==> src/rtl/multi_cycle_control.sv <==
// Multi-cycle MIPS control unit: Moore FSM sequencing each instruction over 3-5 cycles,
// with a memory ready handshake, a sticky illegal-instruction trap and a retired counter.
module multi_cycle_control #(
  parameter int unsigned ALU_OP_W      = 4,
  parameter int unsigned CNT_W         = 32,
  parameter bit          USE_MEM_READY = 1'b1
) (
  input  logic                clk,
  input  logic                rst_n,
  input  logic [5:0]          opcode,
  input  logic [5:0]          funct,
  input  logic                mem_ready,
  output logic                pc_write,
  output logic                pc_write_cond,
  output logic [1:0]          pc_source,
  output logic                iord,
  output logic                mem_read,
  output logic                mem_write,
  output logic                ir_write,
  output logic                reg_dst,
  output logic                mem_to_reg,
  output logic                reg_write,
  output logic                alu_src_a,
  output logic [1:0]          alu_src_b,
  output logic                imm_zext,
  output logic [ALU_OP_W-1:0] alu_op,
  output logic                illegal_op,
  output logic [3:0]          state,
  output logic [CNT_W-1:0]    retired
);

  typedef enum logic [3:0] {
    StFetch    = 4'd0,
    StDecode   = 4'd1,
    StMemAddr  = 4'd2,
    StMemRead  = 4'd3,
    StMemWb    = 4'd4,
    StMemWrite = 4'd5,
    StExec     = 4'd6,
    StRWb      = 4'd7,
    StBranch   = 4'd8,
    StJump     = 4'd9,
    StImmExec  = 4'd10,
    StImmWb    = 4'd11,
    StTrap     = 4'd12
  } state_e;

  localparam logic [5:0] OpRtype = 6'b000000;
  localparam logic [5:0] OpAddi  = 6'b001000;
  localparam logic [5:0] OpOri   = 6'b001101;
  localparam logic [5:0] OpBeq   = 6'b000100;
  localparam logic [5:0] OpJ     = 6'b000010;
  localparam logic [5:0] OpLw    = 6'b100011;
  localparam logic [5:0] OpSw    = 6'b101011;

  localparam logic [5:0] FnAdd = 6'b100000;
  localparam logic [5:0] FnSub = 6'b100010;
  localparam logic [5:0] FnAnd = 6'b100100;
  localparam logic [5:0] FnOr  = 6'b100101;

  localparam logic [ALU_OP_W-1:0] AluAnd = ALU_OP_W'(4'b0000);
  localparam logic [ALU_OP_W-1:0] AluOr  = ALU_OP_W'(4'b0001);
  localparam logic [ALU_OP_W-1:0] AluAdd = ALU_OP_W'(4'b0010);
  localparam logic [ALU_OP_W-1:0] AluSub = ALU_OP_W'(4'b0110);

  state_e           state_q, state_d;
  logic [CNT_W-1:0] retired_q;
  logic             retire;
  logic             ready;

  assign ready = USE_MEM_READY ? mem_ready : 1'b1;

  always_comb begin
    state_d = state_q;
    retire  = 1'b0;
    case (state_q)
      StFetch:    if (ready) state_d = StDecode;
      StDecode: begin
        case (opcode)
          OpRtype: begin
            if (funct == FnAdd || funct == FnSub || funct == FnAnd || funct == FnOr) begin
              state_d = StExec;
            end else begin
              state_d = StTrap;
            end
          end
          OpAddi, OpOri: state_d = StImmExec;
          OpBeq:         state_d = StBranch;
          OpJ:           state_d = StJump;
          OpLw, OpSw:    state_d = StMemAddr;
          default:       state_d = StTrap;
        endcase
      end
      StMemAddr:  state_d = (opcode == OpSw) ? StMemWrite : StMemRead;
      StMemRead:  if (ready) state_d = StMemWb;
      StMemWrite: if (ready) begin
        state_d = StFetch;
        retire  = 1'b1;
      end
      StExec:     state_d = StRWb;
      StImmExec:  state_d = StImmWb;
      StMemWb, StRWb, StBranch, StJump, StImmWb: begin
        state_d = StFetch;
        retire  = 1'b1;
      end
      StTrap:     state_d = StTrap;
      // Encodings 13-15 can only arise from corruption; park in the trap.
      default:    state_d = StTrap;
    endcase
  end

  always_ff @(posedge clk or negedge rst_n) begin
    if (!rst_n) begin
      state_q   <= StFetch;
      retired_q <= '0;
    end else begin
      state_q <= state_d;
      if (retire) retired_q <= retired_q + CNT_W'(1);
    end
  end

  always_comb begin
    pc_write      = 1'b0;
    pc_write_cond = 1'b0;
    pc_source     = 2'b00;
    iord          = 1'b0;
    mem_read      = 1'b0;
    mem_write     = 1'b0;
    ir_write      = 1'b0;
    reg_dst       = 1'b0;
    mem_to_reg    = 1'b0;
    reg_write     = 1'b0;
    alu_src_a     = 1'b0;
    alu_src_b     = 2'b00;
    imm_zext      = 1'b0;
    alu_op        = '0;
    illegal_op    = 1'b0;
    // Outputs are held low for the whole time reset is asserted.
    if (rst_n) begin
      case (state_q)
        StFetch: begin
          mem_read  = 1'b1;
          alu_src_b = 2'b01;
          alu_op    = AluAdd;
          ir_write  = ready;
          pc_write  = ready;
        end
        StDecode: begin
          alu_src_b = 2'b11;
          alu_op    = AluAdd;
        end
        StMemAddr: begin
          alu_src_a = 1'b1;
          alu_src_b = 2'b10;
          alu_op    = AluAdd;
        end
        StMemRead: begin
          mem_read = 1'b1;
          iord     = 1'b1;
        end
        StMemWb: begin
          reg_write  = 1'b1;
          mem_to_reg = 1'b1;
        end
        StMemWrite: begin
          mem_write = 1'b1;
          iord      = 1'b1;
        end
        StExec: begin
          alu_src_a = 1'b1;
          case (funct)
            FnSub:   alu_op = AluSub;
            FnAnd:   alu_op = AluAnd;
            FnOr:    alu_op = AluOr;
            default: alu_op = AluAdd;
          endcase
        end
        StRWb: begin
          reg_write = 1'b1;
          reg_dst   = 1'b1;
        end
        StBranch: begin
          alu_src_a     = 1'b1;
          alu_op        = AluSub;
          pc_write_cond = 1'b1;
          pc_source     = 2'b01;
        end
        StJump: begin
          pc_write  = 1'b1;
          pc_source = 2'b10;
        end
        StImmExec: begin
          alu_src_a = 1'b1;
          alu_src_b = 2'b10;
          if (opcode == OpOri) begin
            alu_op   = AluOr;
            imm_zext = 1'b1;
          end else begin
            alu_op = AluAdd;
          end
        end
        StImmWb:   reg_write  = 1'b1;
        StTrap:    illegal_op = 1'b1;
        default:   illegal_op = 1'b0;
      endcase
    end
  end

  assign state   = state_q;
  assign retired = retired_q;

endmodule

==> config.mk <==
export PLATFORM = sky130hd
export DESIGN_NAME = multi_cycle_control
export DESIGN_NICKNAME = d
export VERILOG_FILES = /design/src/rtl/multi_cycle_control.sv
export SDC_FILE = /design/constraint.sdc
export NUM_CORES = 1
export LEC_CHECK = 0
export BUFFER_PORTS_ARGS = -buffer_cell sky130_fd_sc_hd__buf_2
export CORE_UTILIZATION = 50
export CTS_BUF_LIST = sky130_fd_sc_hd__clkbuf_8
export CTS_CLUSTER_DIAMETER = 200
export DETAILED_ROUTE_END_ITERATION = 10
export PLACE_DENSITY = 0.79
export SLEW_MARGIN = 20
export SYNTH_ARGS = -nofsm -noshare
export SYNTH_HDL_FRONTEND = slang
export SYNTH_SLANG_ARGS = --single-unit
==> constraint.sdc <==
create_clock -name clk -period 3.23 [get_ports clk]
set_clock_uncertainty 0.15 [all_clocks]
set_input_delay 0.646 -clock clk [delete_from_list [all_inputs] [get_ports clk]]
set_output_delay 0.646 -clock clk [all_outputs]
set_load 0.01 [all_outputs]
======== Yosys cells after proc, flatten, opt, wreduce, memory -nomap -nowiden ========
Index checks and enable logic that the tools add are counted.
storage, ports and cells
  output and inout bits ................... 56
  register bits ........................... 36
operators by class
  reductions and logical operators ........ 15
  equal/unequal tests ..................... 25
  multiplexer cells ....................... 42
  add/sub/neg operators ................... 1
operators by type and width
  kind                   count
  $eq 6x6->1 const B     6
  $add 32x1->32 const B  1
  $pmux 4 s8             1
  $mux 1                 25
  $eq 4x4->1 const B     5
  $pmux 4 s5             1
  $eq 4x3->1 const B     4
  $mux 4                 4
  $eq 6x4->1 const B     2
  $pmux 3 s4             1
  $reduce_or 2->1        5
  $pmux 3 s3             1
  $eq 4x2->1 const B     2
  $eq 6x2->1 const B     1
  $eq 6x3->1 const B     1
  $logic_not 6->1        1
  $mux 2                 3
  $mux 3                 2
  $ne 2x2->1 const B     3
  $pmux 2 s3             1
  $reduce_or 3->1        2
  $reduce_or 5->1        1
  $eq 4x1->1 const B     1
  $logic_not 4->1        1
  5 further kinds        8

======== Depth between registers and ports, before layout ========
Gate-level depths: netlist (run 1).
  depth after elaboration ................. 7
  mapped depth ............................ 8
  mapped depth without buffers ............ 5

======== Worst setup path after synthesis (run 1) ========
No wires, ideal clock.
  path kind ............................... input -> output
  from .................................... in opcode[3]
  to ...................................... out alu_op[1]
  stages .................................. 6
  data arrival time ....................... 1.716 ns
  data required time ...................... 2.434 ns
  slack ................................... 0.718 ns
  path through ............................ clkbuf_1 -> nor4b_1 -> and3_1 -> a21o_1 -> a221o_1 -> o41ai_1
between the ends
  longest elaborated chain between the ends .. 4
RTL lines
  element          RTL line  RTL
  start, declared  10        input logic [5:0] opcode,
  $eq 6x4->1       195       if (opcode == OpOri) begin
  $mux 2           195
  $pmux 3 s4       140       case (state_q)
  $mux 3           139       if (rst_n) begin
  end, declared    26        output logic [ALU_OP_W-1:0] alu_op,
No other way between the ends.

======== Final worst setup path (run 1) ========
  from .................................... reg state_q[3] (netlist: state[3])
  to ...................................... out alu_op[1]
between the ends
  longest elaborated chain between the ends .. 4
  elaborated cells on any way between the ends .. 9
  classes of those cells .................. eq/ne (5); mux (2); reduce/logical (2)
RTL lines
  element                             RTL line  RTL
  start, declared                     66        state_e state_q, state_d;
  start signal, assigned              114       state_q <= StFetch;
  start signal, assigned              117       state_q <= state_d;
  $eq 4x2->1 (tied with other cells)  140
  $reduce_or 3->1 (no line)           -
  $pmux 3 s4 (*)                      140
  $mux 3 (*)                          139
Every way passes the cells marked *; elsewhere a longest branch is shown, timed or not.

==> results.md, run 1 <==
* Status: finished, final reports clean
* Grt total ovfl at 0
* Die Ht at 68.74 microns
* Slowest cell on crit path: dfrtp_1
* # setup viols final at 0
* TritonCTS clock tree: done
* Yosys reg bits at 36
* Placed Cells at between 300 and 400
* Net Count, Synth at 260
* Worst skew pair latency at around 0.29 ns
* Number of nets with antenna violations after routing at 0
* Crit Path Category: flip-flop to primary output
* Flop2flop setup slack at 0.58 ns
* First-pass GRT wire length at a little under 8000 microns
* Most common cell in the netlist: dfrtp_1
* Unique masters post-synth at 51
* Fmax at about 370 MHz
* Antenna diode count at 0
* DRC violation count after routing at 0
* Tightest Pin Transition at 0.8052 ns
* Fraction of layout cells with a size suffix above 1 at slightly below 30%
* WP data required at 2.43 ns
* Largest net degree at the start of global routing at 38
* Die width at between 60 and 70 microns
* Max Slew Vio Count at 0
* Synth Instances at between 200 and 250
* HP Start: retired[24]$_DFFE_PN0P_
* Synth area leader: dfrtp_1
* First-pass iteration count of the detailed router at 5
* H-tree depth at 2
* Syn_area_per_cell at roughly 9 sq um
* Number of flops mapped to enable cells by yosys at 0
* Top FF cell, synth: dfrtp_1
* DR iter-0 viols at 79
* RSZ-0062 raised after global routing: false
* Final Core Density at between 60% and 70%
* CP startpoint kind: flip-flop
* Hold EP: retired[24]$_DFFE_PN0P_
* Worst Hold Class: flip-flop to flip-flop
* GR Util All Layers at 22.33%
* P_leak at between 1 and 1.5 nW
* Synth area leaders: dfrtp_1 (40%), xnor2_1 (12%), nand4_1 (4.2%)
* Synth Area in XOR/XNOR at between 10% and 20%
* Synth Area in Adders at 0.5618%
* Boundary Pins at 71
* CP max stage delay at 0.41 ns
* Ys async rst share at 100.0%
* Worst path bufs/invs at 2
* VDD IR max at around 0.33 mV
* Clock Tree Root: clkbuf_8
* Post-CTS setup repair buffer count at 0
* Die Area at around 0.0047 sq mm
* Post-synthesis mux area share at 0%
* Simple-Gate Fraction of Synth Area at between 30 and 40%
* Worst setup margin at 0.5159 ns
* Sum Neg Setup Slack at 0 ns
* Initial Util at about 54%
* Initial antenna violation count at 0
* Largest family of logic cells by synthesized area: simple AND/OR/NAND/NOR gates
* Compound-Gate Fraction of Synth Area at ~8.7%
* Final Cycle Share at 84.03%
* Pre-CTS setup slack at about 0.5 ns
* R2R depth at 6
* Area grow syn2layout at 20.73%
* Clock sinks at 36
* GPL Wtd Cong at 0.8460
* NumNets Final at approximately 330
* DR vias at slightly above 2000
* Slew HR at a little under half
* Fin cells at about 360
* Port Buffers at about 70
* Critical Path, Cell by Cell: buf_4 -> nand2b_1 -> a21oi_1 -> o21ai_0 -> o41ai_1 -> buf_2
* Mean number of vias per cell at between 5 and 6
* Top-area cell type share of the netlist area at roughly 40%
* Crit-path max FO at 21
* DP HPWL at roughly 3700 microns
* Row cnt at 23
* Reg2reg end: retired[31]$_DFFE_PN0P_
* Post-synthesis sequential area ratio at about 40%
* Crit-path leading delay family: compound AO/OA/AOI/OAI gates
* Fin crit period at 2.714 ns
* Reg clk slew, reported paths at around 0.07 ns
* Fin. Hold Viols at 0
* Max cap viols at 0
* Clock buffer count from CTS at 5
* # hold bufs at CTS at 0
* FF-to-FF Start: state[2]$_DFFE_PN0P_
* Critical path endpoint category: primary output
* Hold depth at 1
* Cts repair resizes at 0
* Core Footprint at approximately 0.0041 sq mm
* Post-synth top cells: dfrtp_1 (36), xnor2_1 (31), nand2_1 (24)
* Syn Std Cell Area at ~0.0022 sq mm
* Vias in the first global route at between 1500 and 2000
* Longest Clk Path Bufs at 2
* Worst EP arrival at between 1.5 and 2 ns
* Routed WL at a little over 5000 microns
* Power per standard cell area at 620.7 mW/mm^2
* Routed len/inst at about 14 microns
* YS warnings at 0
[cells by family (layout without fill, tap and decap cells)]
family / Yosys count / after routing
compound gates: 29 / 29
xor+xnor: 35 / 35
fa+ha+maj: 1 / 1
buf+inv: 17 / 85
flops: 36 / 36
other cells: 1 / 1
simple gates: 125 / 125
[worst reg2reg max path, cell delays in order, from the launching register on]
cell and delay [ns]:
dfrtp_1 0.49, nor2_1 0.16, or4_1 0.73, nor4_4 0.49, buf_4 0.23, nand4_2 0.12, xnor2_2 0.17
[worst max-delay path by stage]
stage / from / to / slack (ns) / cells past startpoint
5_1_grt: state[3]$_DFFE_PN0P_ / alu_op[1] / 0.36 / 6
2_1_floorplan: opcode[3] / alu_op[1] / 0.72 / 6
3_3_place_gp: mem_ready / retired[31]$_DFFE_PN0P_ / 0.57 / 7
3_5_place_dp: mem_ready / retired[31]$_DFFE_PN0P_ / 0.49 / 7
6_report: state[3]$_DFFE_PN0P_ / alu_op[1] / 0.52 / 6
4_1_cts: state[3]$_DFFE_PN0P_ / alu_op[1] / 0.52 / 6
[flip-flops by register name (all words and copies together), names as in the netlist]
signal,flops
retired,32
state,4
[cells in the final DEF, fill, tap and decap left out, types with 3 or more instances in the layout]
cell	n
a21oi_1	7
and3_1	5
buf_2	69
buf_4	6
clkbuf_8	5
dfrtp_1	36
nand2_1	24
nand2b_1	5
nand3_1	13
nand4_1	15
nor2_1	23
nor2b_1	5
nor3_1	6
nor3b_1	3
nor4_1	3
o21ai_0	5
o22ai_1	4
xnor2_1	31
xor2_1	3
[layer usage]
metal	vias to the layer above	global-route usage, %	wire, microns
met5	-	0	0
met4	0	7.398	42
met3	4	5.099	286
met2	77	36.89	2426
met1	971	28.70	2310
li1	1003	-	-
[where the power goes]
part	internal, mW	leakage [nW]	total [mW]	switching (mW)
sequential	0.517	0.482	0.597	0.0806
clock	0.150	0.0479	0.310	0.160
combinational	0.305	0.746	0.761	0.457
[through the flow]
step | hold slack [ns] | area (sq um) | power, mW
floorplan | 0.2004 | 2227 | 1.132
finish | 0.3370 | 2689 | 1.669
global placement | 0.3281 | 2601 | 1.350
detailed placement | 0.3286 | 2601 | 1.363
global route | 0.3667 | 2689 | 1.778
CTS | 0.3422 | 2689 | 1.676
[cell type report]
| type | instances | area (sq um) |
|---|---|---|
| clock buffers | 5 | 68.82 |
| clock inverters | 3 | 18.77 |
| fillers | 371 | 1455 |
| inverters | 2 | 7.507 |
| multi-input cells | 191 | 1240 |
| flip-flops and latches | 36 | 900.9 |
| well taps | 50 | 62.56 |
| repair buffers | 75 | 390.4 |
Power figures use the tool's default switching activity.
==> inputs of run 2 (changes only) <==
--- a/config.mk
+++ b/config.mk
@@ -5,12 +5,13 @@
 export SDC_FILE = /design/constraint.sdc
 export NUM_CORES = 1
 export LEC_CHECK = 0
+export ABC_AREA = 1
 export BUFFER_PORTS_ARGS = -buffer_cell sky130_fd_sc_hd__buf_2
 export CORE_UTILIZATION = 50
 export CTS_BUF_LIST = sky130_fd_sc_hd__clkbuf_8
 export CTS_CLUSTER_DIAMETER = 200
 export DETAILED_ROUTE_END_ITERATION = 10
-export PLACE_DENSITY = 0.79
+export PLACE_DENSITY = 0.76
 export SLEW_MARGIN = 20
 export SYNTH_ARGS = -nofsm -noshare
 export SYNTH_HDL_FRONTEND = slang
==> constraint.sdc (replaced) <==
create_clock -name clk -period 2.55 [get_ports clk]
set_clock_uncertainty 0.15 [all_clocks]
set_input_delay 0.51 -clock clk [delete_from_list [all_inputs] [get_ports clk]]
set_output_delay 0.51 -clock clk [all_outputs]
set_load 0.01 [all_outputs]
==> run 2 against run 1 <==
Net effect: design area increased by 22%; largest power group is now registers; worst setup slack got worse by 0.40 ns; first-iteration DRC count increased to 3.0 times the previous value.
==> results.md, run 2 <==
* R2R depth at 10 (+4)
* Top-area cell type share of the netlist area at 32.35% (-8.1 points)
* Row cnt at 26 (+13%)
* Port Buffers at 69 (unchanged)
* # hold bufs at CTS at 0 (unchanged)
* Most common cell in the netlist: nand2_1
* Flop2flop setup slack at 0.52 ns (-0.06 ns)
* Post-synth top cells: nand2_1 (216), nor2_1 (75), dfrtp_1 (36)
* Reg clk slew, reported paths at 0.08 ns (about the same)
* Fmax at 410.8 MHz
* Post-CTS setup repair buffer count at 0 (unchanged)
* DP Area at 0.003174 sq mm (+22%)
* NumNets Final at 548 (+68%)
* Routed len/inst at 12.89 microns (-7.9%)
* Area grow syn2layout at 17.48%
* Net Count, Synth at 477 (+83%)
* Fin crit period at 2.434 ns
* Most frequent cells in the layout: nand2_1 (216), nor2_1 (75), buf_2 (69)
* Top FF cell, synth: dfrtp_1
* Initial Util at 53.18% (-0.57 points)
* Sum Neg Setup Slack at 0 ns (unchanged)
* P_sw at 0.2425 mW (-65%)
* VDD IR max at 0.2595 mV (-22%)
* Max Slew Vio Count at 0 (unchanged)
* P_leak at 1.774 nW (+39%)
* Die Ht at 76.64 microns (+11%)
* Longest Clk Path Bufs at 2 (unchanged)
* Clock network power share at 42.0% (+23 points)
* Yosys reg bits at 36 (unchanged)
* # setup viols final at 0 (unchanged)
* Fraction of layout cells with a size suffix above 1 at 18.23% (-12 points)
* Grt total ovfl at 0 (unchanged)
* H-tree depth at 2 (unchanged)
* Fin cells at 602 (+66%)
* Die width at 76.64 microns (+11%)
* Core Footprint at 0.005238 sq mm (+26%)
* Cts repair resizes at 0 (unchanged)
* Mean number of vias per cell at 5.131 (-9.6%)
* Number of flops mapped to enable cells by yosys at 0 (unchanged)
* Number of flip-flops under the largest register name at 32 (unchanged)
* Worst skew pair latency at 0.28 ns (about the same)
* Ys async rst share at 100.0% (unchanged)
* Number of nets with antenna violations after routing at 0 (unchanged)
* FF+latch area at 902.1 sq um (+0.14%)
* Boundary Pins at 71 (unchanged)
* CP max stage delay at 0.48 ns (+0.07 ns)
* DR vias at 3089 (+50%)
* Multi-input gate area at 0.001668 sq mm (+35%)
* Vias in the first global route at 2838 (+61%)
* Fin. Hold Viols at 0 (unchanged)
* Crit Path Category: flip-flop to primary output
* Critical Path, Cell by Cell: nor2_1 -> nand2_1 -> nor3_1 -> o21a_1 -> buf_2
* Most common cell after layout, fill and taps aside: nand2_1
* Comb pwr share at 4.7% (-41 points)
* Clock buffer count from CTS at 5 (unchanged)
* Crit-path max FO at 8 (-62%)
* Fillers at 496 (+34%)
* Placed Cells at 595 (+68%)
* Final Cycle Share at 95.46%
* Syn_area_per_cell at 6.042 sq um (-34%)
* Synth area leader: dfrtp_1
* TritonCTS clock tree: done
* DRC violation count after routing at 0 (unchanged)
* DP HPWL at 6064 microns (+63%)
* Unique masters post-synth at 29 (-43%)
* Synth area leaders: dfrtp_1 (32%), nand2_1 (29%), nor2_1 (10%)
* YS warnings at 0 (unchanged)
* Final instance area at 0.003272 sq mm (+22%)
* Die Area at 0.005873 sq mm (+24%)
* GPL Wtd Cong at 0.9360 (+11%)
* Pre-CTS setup slack at 0.3974 ns (-0.08897 ns)
* Reg2reg end: retired[28]$_DFFE_PN0P_
* WP data required at 1.89 ns (-0.54 ns)
* Critical path endpoint category: primary output
* First-pass iteration count of the detailed router at 4 (-1)
* Clock Tree Root: clkbuf_8
* CP startpoint kind: flip-flop
* Worst Hold Class: input pin to asynchronous set/reset pin
* Worst setup margin at 0.1157 ns (-0.4002 ns)
* Post-synthesis sequential area ratio at 32.35% (-8.1 points)
* FF-to-FF Start: retired[0]$_DFFE_PN0P_
* Synth Instances at 461 (+89%)
* RSZ-0062 raised after global routing: false
* Largest net degree at the start of global routing at 27 (-29%)
* WHS at 0.03045 ns (-0.3065 ns)
* First-pass GRT wire length at 12920 microns (+64%)
* Worst EP arrival at 1.77 ns (-0.15 ns)
* Power per standard cell area at 326.9 mW/mm^2 (-47%)
* Sw frac at 22.67% (-19 points)
* DR iter-0 viols at 238 (+200%)
* Pwr Total at 1.070 mW (-36%)
* GR Util All Layers at 27.50% (+5.2 points)
* Initial antenna violation count at 0 (unchanged)
* Slowest cell on crit path: dfrtp_1
* Reg power frac at 53.3% (+17 points)
* Clock sinks at 36 (unchanged)
* Final Core Density at 62.47% (-2.4 points)
* Max cap viols at 0 (unchanged)
* Antenna diode count at 0 (unchanged)
* Routed WL at 7757 microns (+53%)
* Status: finished, final reports clean
* Syn Std Cell Area at 0.002785 sq mm (+25%)
* P_int at 0.8271 mW (-15%)
run 2: cell count changes in the layout (fill, tap and decap cells not counted), moves of 5 or more:
cell,previous run,this run
inv_2,0,6
inv_1,2,32
xnor2_1,31,1
nor2b_1,5,0
nand4_1,15,2
xor2_1,3,13
nand3b_1,2,17
nand2_1,24,216
nor2_1,23,75
nand2b_1,5,0
run 2: area by class of cell:
class | instances | share of cell area, %
tap | 70 | 2.677
clock buffer | 7 | 2.945
sequential | 36 | 27.57
multi-input combinational | 378 | 50.98
timing repair buffer | 73 | 11.47
inverter | 38 | 4.359
run 2: critical path, delay by kind of cell (launching register included):
family          cells  cell delay, ns
simple gates        3            0.77
flops               1            0.48
compound gates      1            0.13
buf+inv             1            0.12
run 2: worst max path at each step:
stage,startpoint,slack [ns],end,cells after the start
after floorplan,state[1]$_DFFE_PN0P_,0.61,alu_op[2],6
after global placement,opcode[5],0.44,alu_op[1],8
after detailed placement,opcode[5],0.40,alu_op[1],8
after CTS,state[1]$_DFFE_PN0P_,0.11,alu_op[0],6
after global routing,state[2]$_DFFE_PN0P_,0.05,alu_op[0],5
final,state[0]$_DFFE_PN0P_,0.12,alu_op[0],5
run 2: metal layers:
| layer | track usage [%] | share of wire [%] |
|---|---|---|
| met1 | 37.30 | 48 |
| met2 | 46.31 | 46 |
| met3 | 3.353 | 4.4 |
| met4 | 6.923 | 1.4 |
| met5 | 0 | 0 |
run 2: cells by family after synthesis:
| kind of cell | Yosys count | synth area share [%] |
|---|---|---|
| xor+xnor | 14 | 4.403 |
| compound gates | 20 | 4.177 |
| flops | 36 | 32.34 |
| fa+ha+maj | 1 | 0.4492 |
| other cells | 1 | 0.1346 |
| simple gates | 342 | 50.72 |
| buf+inv | 47 | 7.772 |
run 2: power by group through the flow:
stage / clock network, mW / registers, mW / logic (mW)
after floorplan: 0 / 0.582 / 0.0184
after global placement: 0 / 0.582 / 0.0498
after detailed placement: 0 / 0.582 / 0.0507
after CTS: 0.456 / 0.570 / 0.0508
after global routing: 0.478 / 0.570 / 0.0580
final: 0.449 / 0.570 / 0.0502
